`src/rtl/mem_arbiter_pkg.sv`:
```
// Shared definitions for the instruction/data memory arbiter.
// Holds the response-owner encoding and default parameter values.
package mem_arbiter_pkg;

  localparam int ADDR_BITS_DEFAULT  = 14;
  localparam int STARVE_MAX_DEFAULT = 3;

  typedef enum logic [1:0] {
    IDLE   = 2'd0,
    RESP_I = 2'd1,
    RESP_D = 2'd2
  } resp_state_e;

endpackage

```
`src/rtl/mem_arbiter_prio.sv`:
```
// Combinational grant priority: data normally wins a collision,
// but a fetch that has lost STARVE_MAX cycles in a row is forced through.
module arb_prio
  import mem_arbiter_pkg::*;
#(
  parameter int STARVE_MAX = STARVE_MAX_DEFAULT,
  parameter int SW         = $clog2(STARVE_MAX + 1)
) (
  input  logic          enable,
  input  logic          i_req,
  input  logic          d_req,
  input  logic [SW-1:0] starve_cnt,
  output logic          i_gnt,
  output logic          d_gnt
);

  always_comb begin
    i_gnt = 1'b0;
    d_gnt = 1'b0;
    if (enable) begin
      if (i_req && d_req) begin
        if (starve_cnt == SW'(STARVE_MAX)) i_gnt = 1'b1;
        else                               d_gnt = 1'b1;
      end else if (i_req) begin
        i_gnt = 1'b1;
      end else if (d_req) begin
        d_gnt = 1'b1;
      end
    end
  end

endmodule

```
`src/rtl/mem_arbiter.sv`:
```
// Arbitrates a fetch port and a data port onto one single-ported RAM with
// one access per cycle and a fixed one-cycle read latency.
module mem_arbiter
  import mem_arbiter_pkg::*;
#(
  parameter int ADDR_BITS  = ADDR_BITS_DEFAULT,
  parameter int STARVE_MAX = STARVE_MAX_DEFAULT
) (
  input  logic                 clk,
  input  logic                 resetn,
  input  logic                 i_req,
  input  logic [31:0]          i_addr,
  output logic                 i_gnt,
  output logic                 i_rvalid,
  output logic [31:0]          i_rdata,
  input  logic                 d_req,
  input  logic [31:0]          d_addr,
  input  logic [3:0]           d_wmask,
  input  logic [31:0]          d_wdata,
  output logic                 d_gnt,
  output logic                 d_rvalid,
  output logic [31:0]          d_rdata,
  output logic                 ram_en,
  output logic [ADDR_BITS-1:0] ram_addr,
  output logic [3:0]           ram_wmask,
  output logic [31:0]          ram_wdata,
  input  logic [31:0]          ram_rdata,
  output logic [31:0]          conflict_cnt
);

  localparam int SW = $clog2(STARVE_MAX + 1);

  logic [SW-1:0] starve_cnt;
  resp_state_e   state_q, state_d;
  logic          unused_addr_bits;

  // Grants are gated by resetn so requests are ignored while in reset.
  arb_prio #(
    .STARVE_MAX (STARVE_MAX),
    .SW         (SW)
  ) u_prio (
    .enable     (resetn),
    .i_req      (i_req),
    .d_req      (d_req),
    .starve_cnt (starve_cnt),
    .i_gnt      (i_gnt),
    .d_gnt      (d_gnt)
  );

  assign unused_addr_bits = ^{i_addr, d_addr};

  always_comb begin
    ram_en    = i_gnt | d_gnt;
    ram_addr  = d_gnt ? d_addr[ADDR_BITS+1:2] : i_addr[ADDR_BITS+1:2];
    ram_wmask = d_gnt ? d_wmask : 4'b0000;
    ram_wdata = d_gnt ? d_wdata : 32'd0;
  end

  always_ff @(posedge clk or negedge resetn) begin
    if (!resetn) begin
      starve_cnt <= '0;
    end else if (i_req && !i_gnt) begin
      if (starve_cnt != SW'(STARVE_MAX)) starve_cnt <= starve_cnt + 1'b1;
    end else begin
      starve_cnt <= '0;
    end
  end

  always_ff @(posedge clk or negedge resetn) begin
    if (!resetn)             conflict_cnt <= 32'd0;
    else if (i_req && d_req) conflict_cnt <= conflict_cnt + 32'd1;
  end

  always_ff @(posedge clk or negedge resetn) begin
    if (!resetn) state_q <= IDLE;
    else         state_q <= state_d;
  end

  // The state names whose read returns next cycle; stores never own a response.
  always_comb begin
    state_d = IDLE;
    if (i_gnt)                          state_d = RESP_I;
    else if (d_gnt && d_wmask == 4'b0)  state_d = RESP_D;

    i_rvalid = 1'b0;
    d_rvalid = 1'b0;
    i_rdata  = 32'd0;
    d_rdata  = 32'd0;
    unique case (state_q)
      RESP_I: begin
        i_rvalid = 1'b1;
        i_rdata  = ram_rdata;
      end
      RESP_D: begin
        d_rvalid = 1'b1;
        d_rdata  = ram_rdata;
      end
      default: ;
    endcase
  end

endmodule

```
`config.mk`:
```
export PLATFORM = sky130hd
export DESIGN_NAME = mem_arbiter
export DESIGN_NICKNAME = d
export VERILOG_FILES = /design/src/rtl/mem_arbiter_pkg.sv /design/src/rtl/mem_arbiter_prio.sv /design/src/rtl/mem_arbiter.sv
export SDC_FILE = /design/constraint.sdc
export NUM_CORES = 1
export LEC_CHECK = 0
export ABC_CLOCK_PERIOD_IN_PS = 3060
export CORE_AREA = 3 3 111 113
export CTS_CLUSTER_DIAMETER = 50
export CTS_CLUSTER_SIZE = 40
export DETAILED_ROUTE_END_ITERATION = 7
export DIE_AREA = 0 0 114 116
export PLACE_DENSITY = 0.73
export SLEW_MARGIN = 5
export SYNTH_ARGS = -nofsm -noshare
export SYNTH_HDL_FRONTEND = slang
export SYNTH_SLANG_ARGS = --single-unit
```
`constraint.sdc`:
```
create_clock -name clk -period 3.06 [get_ports clk]
set_clock_uncertainty 0.15 [all_clocks]
set_input_delay 0.612 -clock clk [delete_from_list [all_inputs] [get_ports clk]]
set_output_delay 0.612 -clock clk [all_outputs]
set_load 0.005 [all_outputs]
```
# After elaboration in Yosys (flattened, before gate mapping)

Index checks and enable logic that the tools add are counted.

Register bits: 36
Input bits: 136
Output and inout port bits: 151
Word-level logic and storage cells: 36

$add $sub $neg: 2
Equal/unequal tests: 5
Mux-type cells: 20
Bitwise logic cells: 1
Reductions and logical operators: 5

Operators by type and width:

| operator                | number |
|---|---|
| $mux W32                | 3 |
| $add A32 B1 Y32 const B | 1 |
| $mux W14                | 1 |
| $mux W1                 | 11 |
| $mux W2                 | 4 |
| $eq A2 B2 Y1 const B    | 2 |
| $logic_not A4 Y1        | 1 |
| $mux W4                 | 1 |
| $logic_and A1 B1 Y1     | 3 |
| $add A2 B1 Y2 const B   | 1 |
| $eq A2 B1 Y1 const B    | 1 |
| $ne A2 B1 Y1 const B    | 1 |
| $ne A2 B2 Y1 const B    | 1 |
| $logic_not A1 Y1        | 1 |
| $or A1 B1 Y1            | 1 |

# Logic depth before layout (Yosys ltp)

Gate-level depths: netlist (run 1).

Depth after elaboration: 7
Gate-level depth with buffers: 5
Mapped depth without buffers: 5

# Cells and area by module

From an unflattened synthesis (run 1), not the netlist that was laid out.

Cells, all modules: 284
Area total of the unflattened synthesis: 2571.2 um^2

Modules (own cells, without submodules):

| module      | instances | cells each | area each (um^2) | sequential area each (um^2) |
|---|---|---|---|---|
| mem_arbiter | 1         | 279        | 2548.7           | 900.9 |
| arb_prio    | 1         | 5          | 22.5             | 0.0 |

# Worst setup path after synthesis (run 1)

OpenSTA, ideal clock, no wires.

Kind: input-to-output
Start point: input resetn
End point: output ram_addr[10]
Arrival time: 1.725 ns
Required time: 2.298 ns
Slack: 0.573 ns
Cell stages on the path: 4
Buffers on the path: 1
Path through: nand2_1 -> a21oi_1 -> clkbuf_1 -> mux2_2

Word-level cells in the longest chain between the ends: 2

Ends and longest elaborated chain:

| item        | RTL line               | text |
|---|---|---|
| from (decl) | mem_arbiter.sv:10      | `input logic resetn,` |
| $mux W1     | mem_arbiter_prio.sv:20 | `if (enable) begin` |
| $mux W14    | mem_arbiter.sv:54      | `ram_addr = d_gnt ? d_addr[ADDR_BITS+1:2] : i_addr[ADDR_BITS+1:2];` |
| to (decl)   | mem_arbiter.sv:24      | `output logic [ADDR_BITS-1:0] ram_addr,` |

Every way passes these cells.

# Worst setup path after layout (run 1)

Start point: input resetn
End point: output ram_wdata[7]

Word-level cells in the longest chain between the ends: 2

Ends and longest elaborated chain:

| item      | RTL line               | text |
|---|---|---|
| $mux W1   | mem_arbiter_prio.sv:20 |  |
| $mux W32  | mem_arbiter.sv:56      | `ram_wdata = d_gnt ? d_wdata : 32'd0;` |
| to (decl) | mem_arbiter.sv:26      | `output logic [31:0] ram_wdata,` |

Every way passes these cells.

==> impl_metrics.py, run 1 <==
metrics = {
    "floorplanning": {
        "floorplan.die.height_um": 116,
        "coreArea_um2": 11400,
        "ioPinCount": 287,
        "start_util_pct": 21.9,
        "dieArea_um2": 13200,
        "floorplan.rows": 39,
        "fp.dieW_um": 114,
    },
    "synthesis": {
        "synth.most_common_cell": "sky130_fd_sc_hd__and2_1",
        "netlist_top_cells_area": "sky130_fd_sc_hd__dfrtp_1 (36%), sky130_fd_sc_hd__and2_1 (26%), sky130_fd_sc_hd__mux2_2 (6.8%)",
        "synthesis.instances": 276,
        "synth_area_per_cell_um2": 9.04,
        "synthDominantCellAreaShare_pct": 36.1,
        "synth_edf_count": 0,
        "synth_seq_cells": 36,
        "synthArstFlopShare_pct": 100,
        "syn_area_um2": 2500,
        "ys_dominant_reg_cell": "sky130_fd_sc_hd__dfrtp_1",
        "ys_warn_count": 0,
        "yosysTopAreaCell": "sky130_fd_sc_hd__dfrtp_1",
        "post_syn_nets": 415,
        "seq_area_frac_synth_pct": 36.1,
        "synth.distinct_cells": 26,
        "most_instantiated_cells_after_synthesis": "sky130_fd_sc_hd__and2_1 (103), sky130_fd_sc_hd__dfrtp_1 (36), sky130_fd_sc_hd__xnor2_1 (19), sky130_fd_sc_hd__mux2_2 (15)",
    },
    "placed_design": {
        "dp_cells": 672,
        "place_worst_setup_slack_ns": -0.0756,
        "placed_instance_area_um2": 5270,
        "portBuffers": 250,
        "dp_hpwl_um": 8780,
        "routabilityCongestion": 0.772,
    },
    "critical_path": {
        "worst_setup_path_endpoint": "ram_wdata[7]",
        "r2r_setup_slack_ns": 0.84,
        "worst_ep_arrival_time_ns": 2.22,
        "critPathMaxFanout": 27,
        "critical_path.endpoint_type": "output port",
        "regToRegEndpoint": "conflict_cnt[31]",
        "timing.critical_path.required_ns": 2.30,
        "startpoint_type": "input pin",
        "timing.critical_path.from": "resetn",
        "worst_r2r_startpoint": "conflict_cnt[7]",
        "critPathKind": "in -> out",
        "reg2reg_depth": 4,
    },
    "run": {
        "max_capacitance_violation_count": 0,
    },
    "global_route": {
        "grt_first_pass_wirelength_um": 15300,
        "grt_antenna_before_repair": 0,
        "grt_start_max_net_pins": 37,
        "grt_use_total_pct": 14.6,
        "gr-total-overflow": 0,
        "grt_pass1_vias": 2841,
    },
    "clocking": {
        "root_buffer": "sky130_fd_sc_hd__clkbuf_16",
        "clock_insertion_delay_at_the_later_pin_of_the_skew_report_ns": 0.28,
        "worst_setup_hold_path_clk_slew_ns": 0.05,
        "clkSinkCount": 36,
        "cts_tree": "yes",
        "cts.hold.buffers_added": 0,
        "numCtsBuffers": 5,
        "cts_max_path_buffers": 2,
        "htree_num_levels": 2,
    },
    "min_path": {
        "timing.hold.worst.class": "reg -> reg",
        "min-delay-start": "conflict_cnt[31]",
    },
    "layout": {
        "finish.net_count": 677,
        "drive_above_1_share_pct": 7.98,
        "post-route-cell-area_um2": 5460,
        "syn2layout_area_growth_pct": 119,
        "insertedDiodeCount": 0,
        "final_cell_count_no_fill": 682,
    },
    "sta": {
        "fin_crit_sh_pct": 97.4,
        "finalHoldWorstSlack_ns": 0.320,
        "worst-slew-pin-transition_ns": 0.739,
        "post-route-min-period_ns": 2.98,
        "final_number_of_max_transition_violations": 0,
        "final.setup.worst_slack_ns": 0.0788,
        "timing.setup.tns_ns": 0,
        "finalSetupViolCount": 0,
        "fmax_mhz": 335,
        "hold_viol": 0,
        "max-slew-margin-rel_pct": 50.6,
    },
    "power_and_ir_drop": {
        "power.sequential.fraction_pct": 35.3,
        "power_leakage_uw": 0.00249,
        "cellInternalPower_uw": 1230,
        "sw_share_pct": 25.0,
        "clock_power_share_pct": 34.6,
        "vdd_drop_max_uv": 225,
        "cellPowerDensity_nw_per_um2": 302,
        "switchingPower_uw": 412,
        "comb_power_share_pct": 30.1,
    },
    "drt": {
        "detail_route.iter0.violations": 101,
        "detail_route.drc_violations": 0,
        "wl_um": 10400,
        "post_dr_vias_cell": 4.28,
        "postRouteAntennaNets": 0,
        "detailedRoute.firstPassIterationCount": 4,
        "route.vias.total": 2922,
        "routed_wire_length_per_instance_um": 15.3,
    },
    "outcome": {
        "status": "complete, no violations",
    },
}
==> worst max-delay path: stages <==
cell,delay [ns]
sky130_fd_sc_hd__clkdlybuf4s50_1,0.49
sky130_fd_sc_hd__nand2_1,0.09
sky130_fd_sc_hd__a21oi_4,0.18
sky130_fd_sc_hd__buf_12,0.19
sky130_fd_sc_hd__and2_1,0.14
sky130_fd_sc_hd__clkdlybuf4s50_1,0.52
==> metal layers <==
layer | part of all wire (%) | global-route usage (%) | vias to the layer above
li1 | - | - | 1435
met1 | 38 | 17.4 | 1337
met2 | 52 | 25.6 | 138
met3 | 9.0 | 4.65 | 12
met4 | 1.1 | 3.17 | 0
met5 | 0 | 0 | -
==> registers in the layout (all words and copies together) (netlist names) <==
register and cells:
conflict_cnt 32, starve_cnt 2, state_q 2
==> cell type report <==
cell class                      count  area [um^2]
Clock inverter                      2         35.0
Tap cell                          143          179
Sequential cell                    36          901
Multi-Input combinational cell    223         1540
Clock buffer                        6          129
Timing Repair Buffer              268         2660
Fill cell                        1073         5960
Inverter                            4         15.0
==> power by group through the flow <==
stage	Sequential [uW]	Clock, uW	Combinational, uW
6_report	581	570	495
5_1_grt	595	604	544
4_1_cts	581	585	503
3_5_place_dp	588	0	510
3_3_place_gp	585	0	506
2_1_floorplan	577	0	139
==> cell usage in the layout, fill, tap and decap left out, types with 6 or more instances in the layout <==
cell	Yosys	layout
sky130_fd_sc_hd__nand3_1	12	12
sky130_fd_sc_hd__clkdlybuf4s50_1	0	213
sky130_fd_sc_hd__xnor2_1	19	19
sky130_fd_sc_hd__dlymetal6s2s_1	0	12
sky130_fd_sc_hd__nand2_1	13	13
sky130_fd_sc_hd__xor2_1	13	13
sky130_fd_sc_hd__buf_4	0	15
sky130_fd_sc_hd__dfrtp_1	36	36
sky130_fd_sc_hd__nor2_1	6	6
sky130_fd_sc_hd__nor3_1	8	8
sky130_fd_sc_hd__nand4_1	10	10
sky130_fd_sc_hd__mux2_2	15	15
sky130_fd_sc_hd__and2_1	103	103
sky130_fd_sc_hd__dlygate4sd2_1	0	25
==> through the flow <==
stage | util [%] | total power (uW)
3_3_place_gp | 46.2 | 1090
5_1_grt | 47.8 | 1740
6_report | 47.8 | 1650
3_5_place_dp | 46.2 | 1100
4_1_cts | 47.4 | 1670
2_1_floorplan | - | 716
==> timing repair <==
action | 4_1_cts | 5_1_grt
pin swaps | 0 | 0
gates resized for setup | 27 | 12
setup buffers | 0 | 2
gates cloned | 0 | 0
endpoints found under the setup margin | 34 | 12
==> worst min path at each step <==
stage	end	cells after the start	slack (ns)
2_1_floorplan	conflict_cnt[0]	0	0.17
3_3_place_gp	conflict_cnt[31]	1	0.31
3_5_place_dp	conflict_cnt[31]	1	0.32
4_1_cts	conflict_cnt[31]	1	0.33
5_1_grt	conflict_cnt[12]	1	0.37
6_report	conflict_cnt[31]	1	0.32
==> kinds of logic after synthesis <==
kind of cell	count (synthesis)	share of synthesized area (%)
multiplexers	16	7.17
adder cells (fa/ha/maj)	3	1.50
XOR/XNOR	32	11.2
AND/OR/NAND/NOR	170	40.9
flip-flops	36	36.1
AO/OA/AOI/OAI	2	0.501
buffers and inverters	17	2.61
(Power assumes the default switching activity.)
==> inputs of run 2 (changes only) <==
--- a/config.mk
+++ b/config.mk
@@ -6,6 +6,7 @@
 export NUM_CORES = 1
 export LEC_CHECK = 0
 export ABC_CLOCK_PERIOD_IN_PS = 3060
+export CAP_MARGIN = 10
 export CORE_AREA = 3 3 111 113
 export CTS_CLUSTER_DIAMETER = 50
 export CTS_CLUSTER_SIZE = 40
==> results of run 2 <==
The final DEF is identical to that of run 1; final timing and power are the same.
==> inputs of run 3 (changes only) <==
--- a/config.mk
+++ b/config.mk
@@ -5,7 +5,7 @@
 export SDC_FILE = /design/constraint.sdc
 export NUM_CORES = 1
 export LEC_CHECK = 0
-export ABC_CLOCK_PERIOD_IN_PS = 3060
+export ABC_CLOCK_PERIOD_IN_PS = 3000
 export CAP_MARGIN = 10
 export CORE_AREA = 3 3 111 113
 export CTS_CLUSTER_DIAMETER = 50
@@ -13,7 +13,6 @@
 export DETAILED_ROUTE_END_ITERATION = 7
 export DIE_AREA = 0 0 114 116
 export PLACE_DENSITY = 0.73
-export SLEW_MARGIN = 5
 export SYNTH_ARGS = -nofsm -noshare
 export SYNTH_HDL_FRONTEND = slang
 export SYNTH_SLANG_ARGS = --single-unit
==> constraint.sdc (replaced) <==
create_clock -name clk -period 3 [get_ports clk]
set_clock_uncertainty 0.15 [all_clocks]
set_input_delay 0.6 -clock clk [delete_from_list [all_inputs] [get_ports clk]]
set_output_delay 0.6 -clock clk [all_outputs]
set_load 0.005 [all_outputs]
==> run 3 against run 2 <==
Against the previous run:
- core utilization is 0.19 points higher
- sequential power is 2% higher
- die area stayed put
- sequential share of layout area is 0.064 points lower
- global-route usage is 0.21 points higher
- setup slack better by 0.020 ns
- design area is 0.39% higher
- count of clock-buffer cells in the layout stayed put
- worst hold slack better by 0.0017 ns
- non-clock buffer count stayed put
- critical path type is now reg -> out
- largest cell class unchanged
==> impl_metrics.py, run 3 (same netlist as run 1, synthesis figures left out) <==
metrics = {
    "outcome": {
        "status": "complete, no violations",
    },
    "layout": {
        "post-route-cell-area_um2": 5480,
        "final_core_utilization_pct": 48.0,
        "final_layout_fill_cell_count": 1078,
        "syn2layout_area_growth_pct": 119,
        "top_regs": "conflict_cnt x32, starve_cnt x2, state_q x2",
        "final_common_cell": "sky130_fd_sc_hd__clkdlybuf4s50_1",
        "largest-register": "conflict_cnt",
        "seq_area_um2": 901,
        "multiInputGateArea_um2": 1540,
        "drive_above_1_share_pct": 8.35,
        "largest_reg_flops": 32,
        "finish.net_count": 677,
        "layout_common_cells": "sky130_fd_sc_hd__clkdlybuf4s50_1 (247), sky130_fd_sc_hd__and2_1 (103), sky130_fd_sc_hd__dfrtp_1 (36), sky130_fd_sc_hd__xnor2_1 (19), sky130_fd_sc_hd__mux2_2 (15)",
        "insertedDiodeCount": 0,
    },
    "drt": {
        "detailedRoute.firstPassIterationCount": 4,
        "routed_wire_length_per_instance_um": 15.4,
        "route.vias.total": 2953,
        "detail_route.drc_violations": 0,
        "postRouteAntennaNets": 0,
        "wl_um": 10500,
        "post_dr_vias_cell": 4.33,
        "detail_route.iter0.violations": 108,
    },
    "clocking": {
        "clkSinkCount": 36,
        "cts_max_path_buffers": 2,
        "cts.hold.buffers_added": 0,
        "numCtsBuffers": 5,
        "cts_tree": "yes",
        "clock_insertion_delay_at_the_later_pin_of_the_skew_report_ns": 0.28,
        "worst_setup_hold_path_clk_slew_ns": 0.06,
        "root_buffer": "sky130_fd_sc_hd__clkbuf_16",
        "htree_num_levels": 2,
    },
    "power_and_ir_drop": {
        "clock_power_share_pct": 32.0,
        "vdd_drop_max_uv": 243,
        "cellPowerDensity_nw_per_um2": 301,
        "power_leakage_uw": 0.00225,
        "comb_power_share_pct": 32.2,
        "sw_share_pct": 25.9,
        "switchingPower_uw": 427,
        "cellInternalPower_uw": 1220,
        "power.sequential.fraction_pct": 35.8,
    },
    "run": {
        "max_capacitance_violation_count": 0,
    },
    "critical_path": {
        "critical-path-max-stage-delay_ns": 0.51,
        "critPathMaxFanout": 13,
        "crit_chain": "ha_1 > a21oi_4 > buf_12 > buf_16 > buf_4 > and2_1 > clkdlybuf4s50_1",
        "crit_buf_inv": 4,
        "critical_path_cell_count": 7,
        "timing.critical_path.required_ns": 2.25,
        "crit_slowest_cell": "sky130_fd_sc_hd__clkdlybuf4s50_1",
        "timing.critical_path.max_delay_family": "buffers and inverters",
        "r2r_setup_slack_ns": 0.76,
        "critPathKind": "reg -> out",
        "worst_ep_arrival_time_ns": 2.15,
        "critical_path.endpoint_type": "output port",
        "reg2reg_depth": 4,
        "startpoint_type": "flip-flop",
    },
    "global_route": {
        "gr-total-overflow": 0,
        "grt_start_max_net_pins": 37,
        "grt_antenna_before_repair": 0,
        "grt_use_total_pct": 14.8,
        "grt_pass1_vias": 2915,
        "grt_first_pass_wirelength_um": 15700,
    },
    "placed_design": {
        "placed_instance_area_um2": 5270,
        "portBuffers": 250,
        "routabilityCongestion": 0.774,
        "dp_hpwl_um": 8820,
    },
    "floorplanning": {
        "floorplan.die.height_um": 116,
        "fp.dieW_um": 114,
        "ioPinCount": 287,
        "start_util_pct": 21.9,
        "dieArea_um2": 13200,
        "floorplan.rows": 39,
        "coreArea_um2": 11400,
    },
    "sta": {
        "final_number_of_max_transition_violations": 0,
        "post-route-min-period_ns": 2.90,
        "hold_viol": 0,
        "fmax_mhz": 345,
        "max-slew-margin-rel_pct": 50.1,
        "worst-slew-pin-transition_ns": 0.746,
        "fin_crit_sh_pct": 96.7,
        "finalSetupViolCount": 0,
        "grt_setup_unrepaired": "no",
    },
    "min_path": {
        "hold_path_depth": 1,
        "timing.hold.worst.class": "reg -> reg",
    },
}
[run 3: power groups by stage]
| stage | Combinational (uW) | Clock [uW] | Sequential, uW |
|---|---|---|---|
| floorplan | 142 | 0 | 589 |
| global placement | 516 | 0 | 597 |
| detailed placement | 525 | 0 | 597 |
| CTS | 538 | 540 | 590 |
| global route | 581 | 563 | 599 |
| finish | 530 | 527 | 590 |
[run 3: final cells by class]
cell class | instances | share of cell area [%]
tap | 143 | 3.27
inverter | 4 | 0.274
sequential | 36 | 16.4
timing repair buffer | 268 | 49.0
multi-input combinational | 223 | 28.2
clock buffer | 6 | 2.54
clock inverter | 2 | 0.251
[run 3: final timing paths]
| path | from | end |
|---|---|---|
| setup / recovery | starve_cnt[0] | ram_wdata[8] |
| hold / removal | conflict_cnt[31] | conflict_cnt[31] |
| setup reg to reg | conflict_cnt[7] | conflict_cnt[31] |
| hold reg to reg | conflict_cnt[31] | conflict_cnt[31] |
| max in group asynchronous | resetn | conflict_cnt[26] |
| min in group asynchronous | resetn | conflict_cnt[0] |
[run 3: through the flow]
stage / worst slack (ns) / TNS [ns] / instances / power, uW / hold slack, ns
3_5_place_dp: -0.110 / -2.24 / 672 / 1120 / 0.325
2_1_floorplan: 0.537 / 0 / 276 / 731 / 0.154
5_1_grt: 0.0173 / 0 / 682 / 1740 / 0.352
3_3_place_gp: -0.101 / -1.98 / 672 / 1110 / 0.312
4_1_cts: 0.0857 / 0 / 682 / 1670 / 0.332
6_report: 0.0987 / 0 / 682 / 1650 / 0.322
[run 3: worst register-to-register path: cells and delay by family (launching register included)]
family | cells | cell delay [ns]
simple gates | 3 | 1.37
flops | 1 | 0.46
xor+xnor | 1 | 0.11
[run 3: repair_timing]
action | 4_1_cts | 5_1_grt
setup buffers | 1 | 0
gates resized for setup | 7 | 0
endpoints found under the setup margin | 34 | 0
[run 3: layer usage]
metal	track usage [%]	wire length (um)	up-vias
li1	-	-	1446
met1	17.6	3900	1369
met2	25.8	5470	131
met3	5.22	1020	7
met4	2.85	94	0
met5	0	0	-
